===== src/rtl/wave_length_divider_if.sv =====
// Request/result bundle between the frequency source, the divider and the
// waveform generators.
`timescale 1ns/1ps
interface wave_length_divider_if;
    logic [31:0] frequency_in;
    logic        frequency_valid;
    logic        frequency_ready;
    logic [31:0] wave_length;
    logic        wave_length_valid;
    logic        busy;

    modport master (
        output frequency_in,
        output frequency_valid,
        input  frequency_ready,
        input  wave_length,
        input  wave_length_valid,
        input  busy
    );

    modport slave (
        input  frequency_in,
        input  frequency_valid,
        output frequency_ready,
        output wave_length,
        output wave_length_valid,
        output busy
    );
endinterface


===== src/rtl/wave_length_divider.sv =====
// Sequential restoring divider: wave_length = (CLOCK_FREQUENCY << FRAC_BITS)
// / frequency_in, one quotient bit per cycle, saturating to 32 bits.
`timescale 1ns/1ps
module wave_length_divider #(
    parameter int unsigned CLOCK_FREQUENCY = 24000000,
    parameter int unsigned FRAC_BITS       = 20,
    parameter int unsigned DIV_WIDTH       = 32 + FRAC_BITS
) (
    input logic                  clk,
    input logic                  reset_n,
    wave_length_divider_if.slave wl
);
    localparam int unsigned CNT_W = $clog2(DIV_WIDTH + 1);

    localparam logic [63:0] DIVIDEND_64 =
        64'(CLOCK_FREQUENCY) << FRAC_BITS;
    localparam logic [DIV_WIDTH-1:0] DIVIDEND =
        DIVIDEND_64[DIV_WIDTH-1:0];

    localparam logic [1:0] S_IDLE   = 2'd0;
    localparam logic [1:0] S_DIVIDE = 2'd1;
    localparam logic [1:0] S_DONE   = 2'd2;

    logic [1:0]           r_state;
    logic [31:0]          r_divisor;
    logic [31:0]          r_rem;
    logic [DIV_WIDTH-1:0] r_work;
    logic [CNT_W-1:0]     r_count;
    logic [31:0]          r_wave_length;
    logic                 r_wave_valid;

    logic [32:0]          w_rem_shift;
    logic [32:0]          w_rem_sub;
    logic                 w_qbit;
    logic                 w_sat;

    // r_work holds the dividend; quotient bits fill the vacated LSBs.
    assign w_rem_shift = {r_rem, r_work[DIV_WIDTH-1]};
    assign w_rem_sub   = w_rem_shift - {1'b0, r_divisor};
    assign w_qbit      = ~w_rem_sub[32];
    assign w_sat       = |r_work[DIV_WIDTH-1:32];

    always_ff @(posedge clk or negedge reset_n) begin
        if (!reset_n) begin
            r_state       <= S_IDLE;
            r_divisor     <= '0;
            r_rem         <= '0;
            r_work        <= '0;
            r_count       <= '0;
            r_wave_length <= '0;
            r_wave_valid  <= 1'b0;
        end else begin
            r_wave_valid <= 1'b0;
            unique case (r_state)
                S_IDLE: begin
                    if (wl.frequency_valid) begin
                        r_divisor <= wl.frequency_in;
                        r_rem     <= '0;
                        r_count   <= CNT_W'(DIV_WIDTH);
                        if (wl.frequency_in == '0) begin
                            r_work  <= '1;
                            r_state <= S_DONE;
                        end else begin
                            r_work  <= DIVIDEND;
                            r_state <= S_DIVIDE;
                        end
                    end
                end
                S_DIVIDE: begin
                    r_rem   <= w_qbit ? w_rem_sub[31:0]
                                      : w_rem_shift[31:0];
                    r_work  <= {r_work[DIV_WIDTH-2:0], w_qbit};
                    r_count <= r_count - CNT_W'(1);
                    if (r_count == CNT_W'(1)) begin
                        r_state <= S_DONE;
                    end
                end
                S_DONE: begin
                    r_wave_length <= w_sat ? '1 : r_work[31:0];
                    r_wave_valid  <= 1'b1;
                    r_state       <= S_IDLE;
                end
                default: begin
                    r_state <= S_IDLE;
                end
            endcase
        end
    end

    assign wl.frequency_ready   = (r_state == S_IDLE);
    assign wl.busy              = (r_state != S_IDLE);
    assign wl.wave_length       = r_wave_length;
    assign wl.wave_length_valid = r_wave_valid;
endmodule


===== src/flat_wrapper.sv =====
// flat-port wrapper written by rule: the top's interface ports become plain ports
module wave_length_divider_flat 
#(
    parameter int unsigned CLOCK_FREQUENCY = 24000000,
    parameter int unsigned FRAC_BITS       = 20,
    parameter int unsigned DIV_WIDTH       = 32 + FRAC_BITS
)
  (clk, reset_n, wl_frequency_in, wl_frequency_valid, wl_frequency_ready, wl_wave_length, wl_wave_length_valid, wl_busy);
  wave_length_divider_if wl_i ();
  input logic clk;
  input logic reset_n;
  input wire logic [$bits(wl_i.frequency_in)-1:0] wl_frequency_in;
  input wire logic [$bits(wl_i.frequency_valid)-1:0] wl_frequency_valid;
  output wire logic [$bits(wl_i.frequency_ready)-1:0] wl_frequency_ready;
  output wire logic [$bits(wl_i.wave_length)-1:0] wl_wave_length;
  output wire logic [$bits(wl_i.wave_length_valid)-1:0] wl_wave_length_valid;
  output wire logic [$bits(wl_i.busy)-1:0] wl_busy;
  assign wl_i.frequency_in = wl_frequency_in;
  assign wl_i.frequency_valid = wl_frequency_valid;
  assign wl_frequency_ready = wl_i.frequency_ready;
  assign wl_wave_length = wl_i.wave_length;
  assign wl_wave_length_valid = wl_i.wave_length_valid;
  assign wl_busy = wl_i.busy;
  wave_length_divider #(.CLOCK_FREQUENCY(CLOCK_FREQUENCY), .FRAC_BITS(FRAC_BITS), .DIV_WIDTH(DIV_WIDTH)) u_core (.clk(clk), .reset_n(reset_n), .wl(wl_i));
endmodule

===== config.mk =====
export PLATFORM = sky130hd
export DESIGN_NAME = wave_length_divider_flat
export DESIGN_NICKNAME = d
export VERILOG_FILES = /design/src/rtl/wave_length_divider_if.sv /design/src/rtl/wave_length_divider.sv /design/src/flat_wrapper.sv
export SDC_FILE = /design/constraint.sdc
export NUM_CORES = 1
export LEC_CHECK = 0
export CAP_MARGIN = 20
export CORE_UTILIZATION = 50
export CTS_CLUSTER_DIAMETER = 40
export DETAILED_ROUTE_END_ITERATION = 12
export PLACE_DENSITY = 0.76
export SYNTH_ARGS = -nofsm -noshare
export SYNTH_HDL_FRONTEND = slang
export SYNTH_SLANG_ARGS = --single-unit

===== constraint.sdc =====
create_clock -name clk -period 3.25 [get_ports clk]
set_input_delay 0.4875 -clock clk [delete_from_list [all_inputs] [get_ports clk]]
set_output_delay 0.4875 -clock clk [all_outputs]
set_load 0.1 [all_outputs]

### Word-level counts from Yosys, hierarchy flattened

Index checks and enable logic that the tools add are counted.

* register bits after elaboration: 157
* bits of input ports: 35
* output and inout bits: 35
* logic and storage cells: 37

* add/subtract/negate cells: 2
* equal/unequal tests: 5
* muxes and demuxes: 14
* bitwise gates (word level): 1
* reduce and logical (&&, ||, !) cells: 8

Operators by type and width (count)
* 2-to-1 mux 52 bit: 2
* one-hot mux 52 bit (2 select lines): 1
* 2-to-1 mux 32 bit: 3
* one-hot mux 32 bit (2 select lines): 1
* subtractor 33 x 32 -> 33 bit: 1
* zero test 32 bit: 1
* OR reduction 20 bit: 1
* one-hot mux 6 bit (2 select lines): 1
* equality test 6 x 1 -> 1 bit, second input constant: 1
* 2-to-1 mux 2 bit: 3
* 2-to-1 mux 6 bit: 1
* AND reduction 2 bit: 3
* subtractor 6 x 1 -> 6 bit, second input constant: 1
* one-hot mux 2 bit (2 select lines): 1
* nonzero test 2 bit: 2
* equality test 2 x 1 -> 1 bit, second input constant: 1
* equality test 2 bit, second input constant: 1
* zero test 2 bit: 1
* inequality test 2 x 1 -> 1 bit, second input constant: 1
* inequality test 2 bit, second input constant: 1
* 2-to-1 mux 1 bit: 1
* NOT 1 bit: 1

### Longest topological paths before layout

Gate-level depths: netlist of the first run.

* depth after elaboration: 4
* depth in mapped cells: 14
* mapped depth without buffers: 12

### Worst setup path after synthesis of the first run

Ideal clock, no wire load.

* path type: register to register
* start point: register u_core.r_state[1]
* end point: register u_core.r_divisor[1]
* setup time: 133 ps
* data arrival time: 3726 ps
* data required time: 3117 ps
* setup slack: -609 ps
* cell stages (with the launch flop): 7
* buffers on the path: 2
* cells stage by stage: dfrtp_1 > clkbuf_1 > nor2_1 > inv_1 > nor2_1 > clkbuf_1 > o21ai_0

* word-level cells in the longest chain between the ends: 2

RTL lines
* from (decl): line wave_length_divider.sv:24 `logic [1:0] r_state;`
* from (signal assigned): line wave_length_divider.sv:45 `r_state <= S_IDLE;`
* from (signal assigned): line wave_length_divider.sv:62 `r_state <= S_DONE;`
* from (signal assigned): line wave_length_divider.sv:65 `r_state <= S_DIVIDE;`
* zero test 2 bit
* net wl_frequency_ready: line flat_wrapper.sv:14 `output wire logic [$bits(wl_i.frequency_ready)-1:0] wl_frequency_ready;`
* AND reduction 2 bit (no line)
* to (signal assigned): line wave_length_divider.sv:57 `r_divisor <= wl.frequency_in;`
* to (decl): line wave_length_divider.sv:25 `logic [31:0] r_divisor;`

The timed path passes the listed nets, and every way through them passes these cells.
A chain may end at the register's enable or synchronous reset.

### Final worst setup path of the first run

* start point: register u_core.r_work[51]
* end point: register u_core.r_rem[20]

* word-level cells in the longest chain between the ends: 3

RTL lines
* from (decl): line wave_length_divider.sv:27 `logic [DIV_WIDTH-1:0] r_work;`
* from (signal assigned): line wave_length_divider.sv:72 `r_work <= {r_work[DIV_WIDTH-2:0], w_qbit};`
* subtractor 33 x 32 -> 33 bit: line wave_length_divider.sv:39 `assign w_rem_sub = w_rem_shift - {1'b0, r_divisor};`
* 2-to-1 mux 32 bit: line wave_length_divider.sv:70 `r_rem <= w_qbit ? w_rem_sub[31:0]`
* one-hot mux 32 bit (2 select lines): line wave_length_divider.sv:54 `unique case (r_state)`
* to (signal assigned): line wave_length_divider.sv:70
* to (decl): line wave_length_divider.sv:26 `logic [31:0] r_rem;`

Every way passes these cells.

==> impl_metrics.toml, run 1 <==
[outcome]
status = "complete, but fails checks"
violations = "negative hold slack"

[timing]
hold_violations = 2
period_share_pct = 92.3
setup_viol = 0
max_clock_freq_mhz = 333
setup_tns_ns = 0
post-route-min-period_ns = 3.00
rsz0062_at_grt = "false"
setup_ws_ns = 0.250
final_max_slew_viol_count = 0
hold_slack_ns = -0.00362
slew_headroom_pct = 34.8
worstMarginPinSlew_ns = 0.976
fin_skew_ns = 0.0129

[floorplan]
core_sq_um = 16000
die_area_sq_um = 17000
die_h_um = 130
die_w_um = 130
rows = 46
io_pins = 70
start_util_pct = 51.4

[routing]
vias = 6796
drt_pass1_iterations = 7
final_antenna_net_count = 0
wl_per_cell_um = 16.4
viasPerCell = 5.80
dr.first_iter.drc_count = 566
wl_um = 19200
drcViolationCount = 0

[yosys]
synth_ff_type = "dfrtp_1"
synth-seq-cells = 157
ys_types = 63
syn-num-nets = 958
synth_edf_count = 0
netlist_area_sq_um = 8230
async_flop_share_pct = 100
yosys_warnings = 0
synthCells = 888
avgSynthCellArea_sq_um = 9.27
ys_seq_area_share_pct = 47.7

[final_layout]
diodes = 0
final_common_cell = "dfrtp_1"
post-route-util_pct = 61.4
syn_to_final_growth_pct = 19.3
mostFrequentLayoutCells = "dfrtp_1 (157), nand2_1 (125), a21oi_1 (74), clkdlybuf4s50_1 (64), nor2_1 (62)"
nets = 1013
drive_gt1_share_pct = 8.68

[global_route]
grt_pass1_wl_um = 31900
gr-total-overflow = 0
grt_max_degree = 64
grt_pass1_vias = 6347
antenna_found_initial = 0
track_usage_pct = 24.3

[clocking]
numCtsBuffers = 17
clock_tree.buffer_depth = 2
clk_latency_ns = 0.44
cts_max_level = 4
clkTransAtPathRegs_ns = 0.07
cts_tree = "built"
cts_hold_buf = 0
cts_root_buf = "clkbuf_16"
clock-sinks = 157

[critical_path]
start_kind = "register"
worstPathArrival_ns = 3.33
worstPathMaxFanout = 47
crit_path_end_kind = "register"
cp.required_ns = 3.58
path_class = "register to register"

[power_and_ir_drop]
power.density_nw_per_um2 = 1270
peakVddDrop_mv = 0.787
p_leak_nw = 4.24

[placed_design]
port_buffers = 69
gp_congestion = 0.906
place_ws_ns = 0.230
hpwl_um = 13100

[flow_run]
drv_cap = 0

[hold_path]
hp-class = "primary input to asynchronous set/reset pin"
power breakdown:
group          total [mW]  leakage [nW]  internal [mW]  switching [mW]
clock                2.05         0.299           1.11           0.940
sequential           3.38          1.81           2.80           0.583
combinational        7.00          2.13           2.95            4.05
cell usage after synthesis, types with 5 or more instances:
master / n / area [sq um]
dfrtp_1: 157 / 3930
nand2_1: 125 / 469
a21oi_1: 75 / 375
nor2_1: 66 / 248
clkbuf_1: 45 / 169
inv_1: 44 / 165
o21ai_0: 44 / 220
nand3_1: 41 / 205
o22a_1: 41 / 359
ha_1: 34 / 425
o21ai_1: 15 / 75.1
xor2_1: 15 / 131
a21o_1: 14 / 105
a32oi_1: 14 / 123
nor4_1: 14 / 87.6
xnor2_1: 13 / 114
o311ai_1: 12 / 105
nand4_1: 10 / 62.6
nor3_1: 8 / 40.0
o21a_1: 7 / 52.6
o211ai_1: 6 / 45.0
o21bai_1: 6 / 45.0
buf_2: 5 / 25.0
buf_6: 5 / 56.3
o31ai_1: 5 / 37.5
final timing paths:
path,from,to,slack [ns],cells after the start
max in group asynchronous,reset_n,u_core.r_rem[23],2.34,2
setup / recovery,u_core.r_work[51],u_core.r_rem[20],0.25,13
hold / removal,reset_n,u_core.r_divisor[14],-0.004,1
hold reg to reg,u_core.wl.wave_length[26],u_core.wl.wave_length[26],0.51,1
min in group clk,u_core.wl.wave_length[26],u_core.wl.wave_length[26],0.51,1
setup reg to reg,u_core.r_work[51],u_core.r_rem[20],0.25,13
repair_timing:
action                     4_1_cts  5_1_grt
setup endpoints to repair        0        1
buffers inserted                 0        0
resized for setup                0        1
kinds of logic (layout without fill, tap and decap cells):
logic type      after synthesis  count (layout)  share of synthesized area (%)
xor+xnor                     30              30                           3.38
flops                       157             157                           47.7
fa+ha+maj                    35              35                           5.41
simple gates                287             287                           15.5
mux                           2               2                          0.259
compound gates              275             275                           22.6
buf+inv                     102             170                           5.19
routing by layer:
metal | wire (um) | up-vias | part of all wire (%) | global-route usage, %
met5 | 0 | - | 0 | 0
met4 | 388 | 0 | 2.0 | 9.03
met3 | 936 | 33 | 4.9 | 3.65
met2 | 8580 | 210 | 45 | 36.8
met1 | 9320 | 3263 | 48 | 35.3
li1 | - | 3290 | - | -
registers in the layout, summed over array words and instances, names as in the netlist:
| register | cells |
|---|---|
| u_core.r_divisor | 32 |
| u_core.wl.wave_length | 32 |
| u_core.r_count | 6 |
| u_core.r_state | 2 |
| u_core.r_work | 52 |
| u_core.wl.wave_length_valid | 1 |
| u_core.r_rem | 32 |
through the flow:
step | cell area (sq um) | cells | power, mW | hold WS (ns)
floorplan | 8230 | 888 | 8.68 | 0.192
global placement | 9170 | 1139 | 10.0 | 0.492
detailed placement | 9200 | 1140 | 10.3 | 0.494
CTS | 9820 | 1172 | 12.4 | 0.0267
global route | 9820 | 1172 | 13.5 | 0.0541
finish | 9820 | 1172 | 12.4 | -0.00362
worst max-delay path, stage by stage, from the launching register on:
cell and delay (ns):
dfrtp_1 0.39, inv_1 0.10, ha_1 0.18, inv_1 0.06, fa_1 0.41, a211oi_1 0.28, o211ai_1 0.20, o21ai_2 0.18
a211oi_2 0.13, a31oi_4 0.27, xor2_4 0.19, buf_12 0.24, a32oi_1 0.14, o31ai_1 0.12
cell type report:
type                    instances  area (sq um)
clock buffers                  17           425
multi-input cells             629          3930
repair buffers                 94           915
inverters                      44           165
flip-flops and latches        157          3930
well taps                     216           270
clock inverters                15           189
fillers                      1356          6180
(Power assumes the default switching activity.)
==> run 2, diff against run 1 <==
- CORE_MARGIN: default -> 4
==> run 2 against run 1 <==
  * Via count is 0.60% higher
  * Sequential share of layout area is 0.051 points higher
  * Critical path depth stayed put
  * Power is 0.10% lower
  * Flip-flop and latch count stayed put
  * Non-clock buffer count is 2 higher
  * Clock skew is 0.0028 ns lower
  * Largest cell class unchanged
  * Sequential power hardly changed
  * Global-route usage is 2.2 points lower
  * The run now ends clean
  * Cell area is 0.13% lower
  * Register-to-register slack better by 0.02 ns
  * Worst setup slack better by 0.024 ns
==> impl_metrics.toml, run 2 (synthesized netlist as in run 1, its figures left out) <==
[timing]
hold_violations = 0
max_clock_freq_mhz = 336
worstMarginPinSlew_ns = 0.978
post-route-min-period_ns = 2.98
rsz0062_at_grt = "false"
setup_viol = 0
period_share_pct = 91.6
final_max_slew_viol_count = 0
hold_slack_ns = 0.0244
slew_headroom_pct = 34.6
fin_skew_ns = 0.0101
setup_tns_ns = 0

[floorplan]
core_sq_um = 16000
die_area_sq_um = 18600
io_pins = 70
start_util_pct = 51.4
die_h_um = 136
rows = 46
die_w_um = 136

[flow_run]
drv_cap = 0

[critical_path]
crit_path_end_kind = "register"
worstPathMaxFanout = 18
worstPathArrival_ns = 3.30
cp.required_ns = 3.57
start_kind = "register"
path_class = "register to register"

[global_route]
track_usage_pct = 22.1
grt_pass1_vias = 6480
grt_max_degree = 71
grt_pass1_wl_um = 33100
gr-total-overflow = 0
antenna_found_initial = 0

[placed_design]
dpl.cell_count = 1142
hpwl_um = 13200
gp_congestion = 0.880
place_area_sq_um = 9220
port_buffers = 69

[clocking]
cts_max_level = 4
clock_tree.buffer_depth = 2
numCtsBuffers = 17
cts_setup_buffers = 0
cts_resized = 0
cts_tree = "built"
cts_root_buf = "clkbuf_16"
cts_hold_buf = 0
clk_latency_ns = 0.43
clock-sinks = 157
clkTransAtPathRegs_ns = 0.06

[hold_path]
hp-class = "primary input to asynchronous set/reset pin"

[routing]
final_antenna_net_count = 0
wl_per_cell_um = 16.7
dr.first_iter.drc_count = 636
wl_um = 19600
vias = 6837
drcViolationCount = 0
drt_pass1_iterations = 7
viasPerCell = 5.83

[power_and_ir_drop]
p_leak_nw = 4.24
pwr-share-clk_pct = 15.7
seqPwrFrac_pct = 27.2
power_frac_comb_pct = 57.0
power.net_switching_mw = 5.50
p_int_mw = 6.92
p_sw_share_pct = 44.3
power.density_nw_per_um2 = 1270
peakVddDrop_mv = 0.702

[final_layout]
nets = 1015
diodes = 0
largest-register = "u_core.r_work"
post-route-util_pct = 61.3
largest_register_ffs = 52
fin_cells = 1173
drive_gt1_share_pct = 8.99
syn_to_final_growth_pct = 19.2
design_area_sq_um = 9810
final_common_cell = "dfrtp_1"
mostFrequentLayoutCells = "dfrtp_1 (157), nand2_1 (125), a21oi_1 (74), nor2_1 (62), clkdlybuf4s50_1 (62)"

[outcome]
status = "finished, final reports clean"
## run 2: final timing paths
path	slack, ns	end	depth (start not counted)	startpoint
worst max-delay path	0.27	u_core.r_rem[6]	13	u_core.r_work[51]
worst min-delay path	0.02	u_core.r_rem[13]	1	reset_n
worst max register to register	0.27	u_core.r_rem[6]	13	u_core.r_work[51]
worst min register to register	0.51	u_core.wl.wave_length[30]	1	u_core.wl.wave_length[30]
max in group asynchronous	2.43	u_core.r_count[5]	2	reset_n
min in group clk	0.51	u_core.wl.wave_length[30]	1	u_core.wl.wave_length[30]
## run 2: power groups by stage
stage | Clock, mW | Combinational [mW] | Sequential [mW]
2_1_floorplan | 0 | 5.47 | 3.21
3_3_place_gp | 0 | 6.76 | 3.37
3_5_place_dp | 0 | 6.94 | 3.38
4_1_cts | 2.00 | 6.99 | 3.37
5_1_grt | 2.07 | 7.94 | 3.47
6_report | 1.96 | 7.08 | 3.38
## run 2: cell type report
cell class / count / area, sq um
clock inverter: 12 / 129
multi-input combinational: 629 / 3930
inverter: 44 / 165
sequential: 157 / 3930
tap: 216 / 270
fill: 1376 / 6190
clock buffer: 19 / 453
timing repair buffer: 96 / 933
## run 2: through the flow
step | setup slack (ns) | power (mW)
finish | 0.274 | 12.4
global route | 0.0144 | 13.5
CTS | 0.173 | 12.4
global placement | 0.291 | 10.1
floorplan | 0.133 | 8.68
detailed placement | 0.192 | 10.3
## run 2: critical path, stage by stage (launching register included)
cell and delay [ns]:
dfrtp_1 0.39, inv_1 0.08, ha_1 0.17, inv_1 0.05, fa_1 0.43, a211oi_2 0.23, o211ai_1 0.17, o21ai_1 0.21
a211oi_2 0.14, a31oi_4 0.28, xor2_4 0.29, buf_6 0.22, nand3_1 0.10, o311ai_1 0.10
## run 2: metal layers
metal  track usage (%)  part of all wire (%)
met3              4.44                   5.1
met4              6.49                   1.6
met2              32.9                    45
met1              32.9                    49
met5                 0                     0
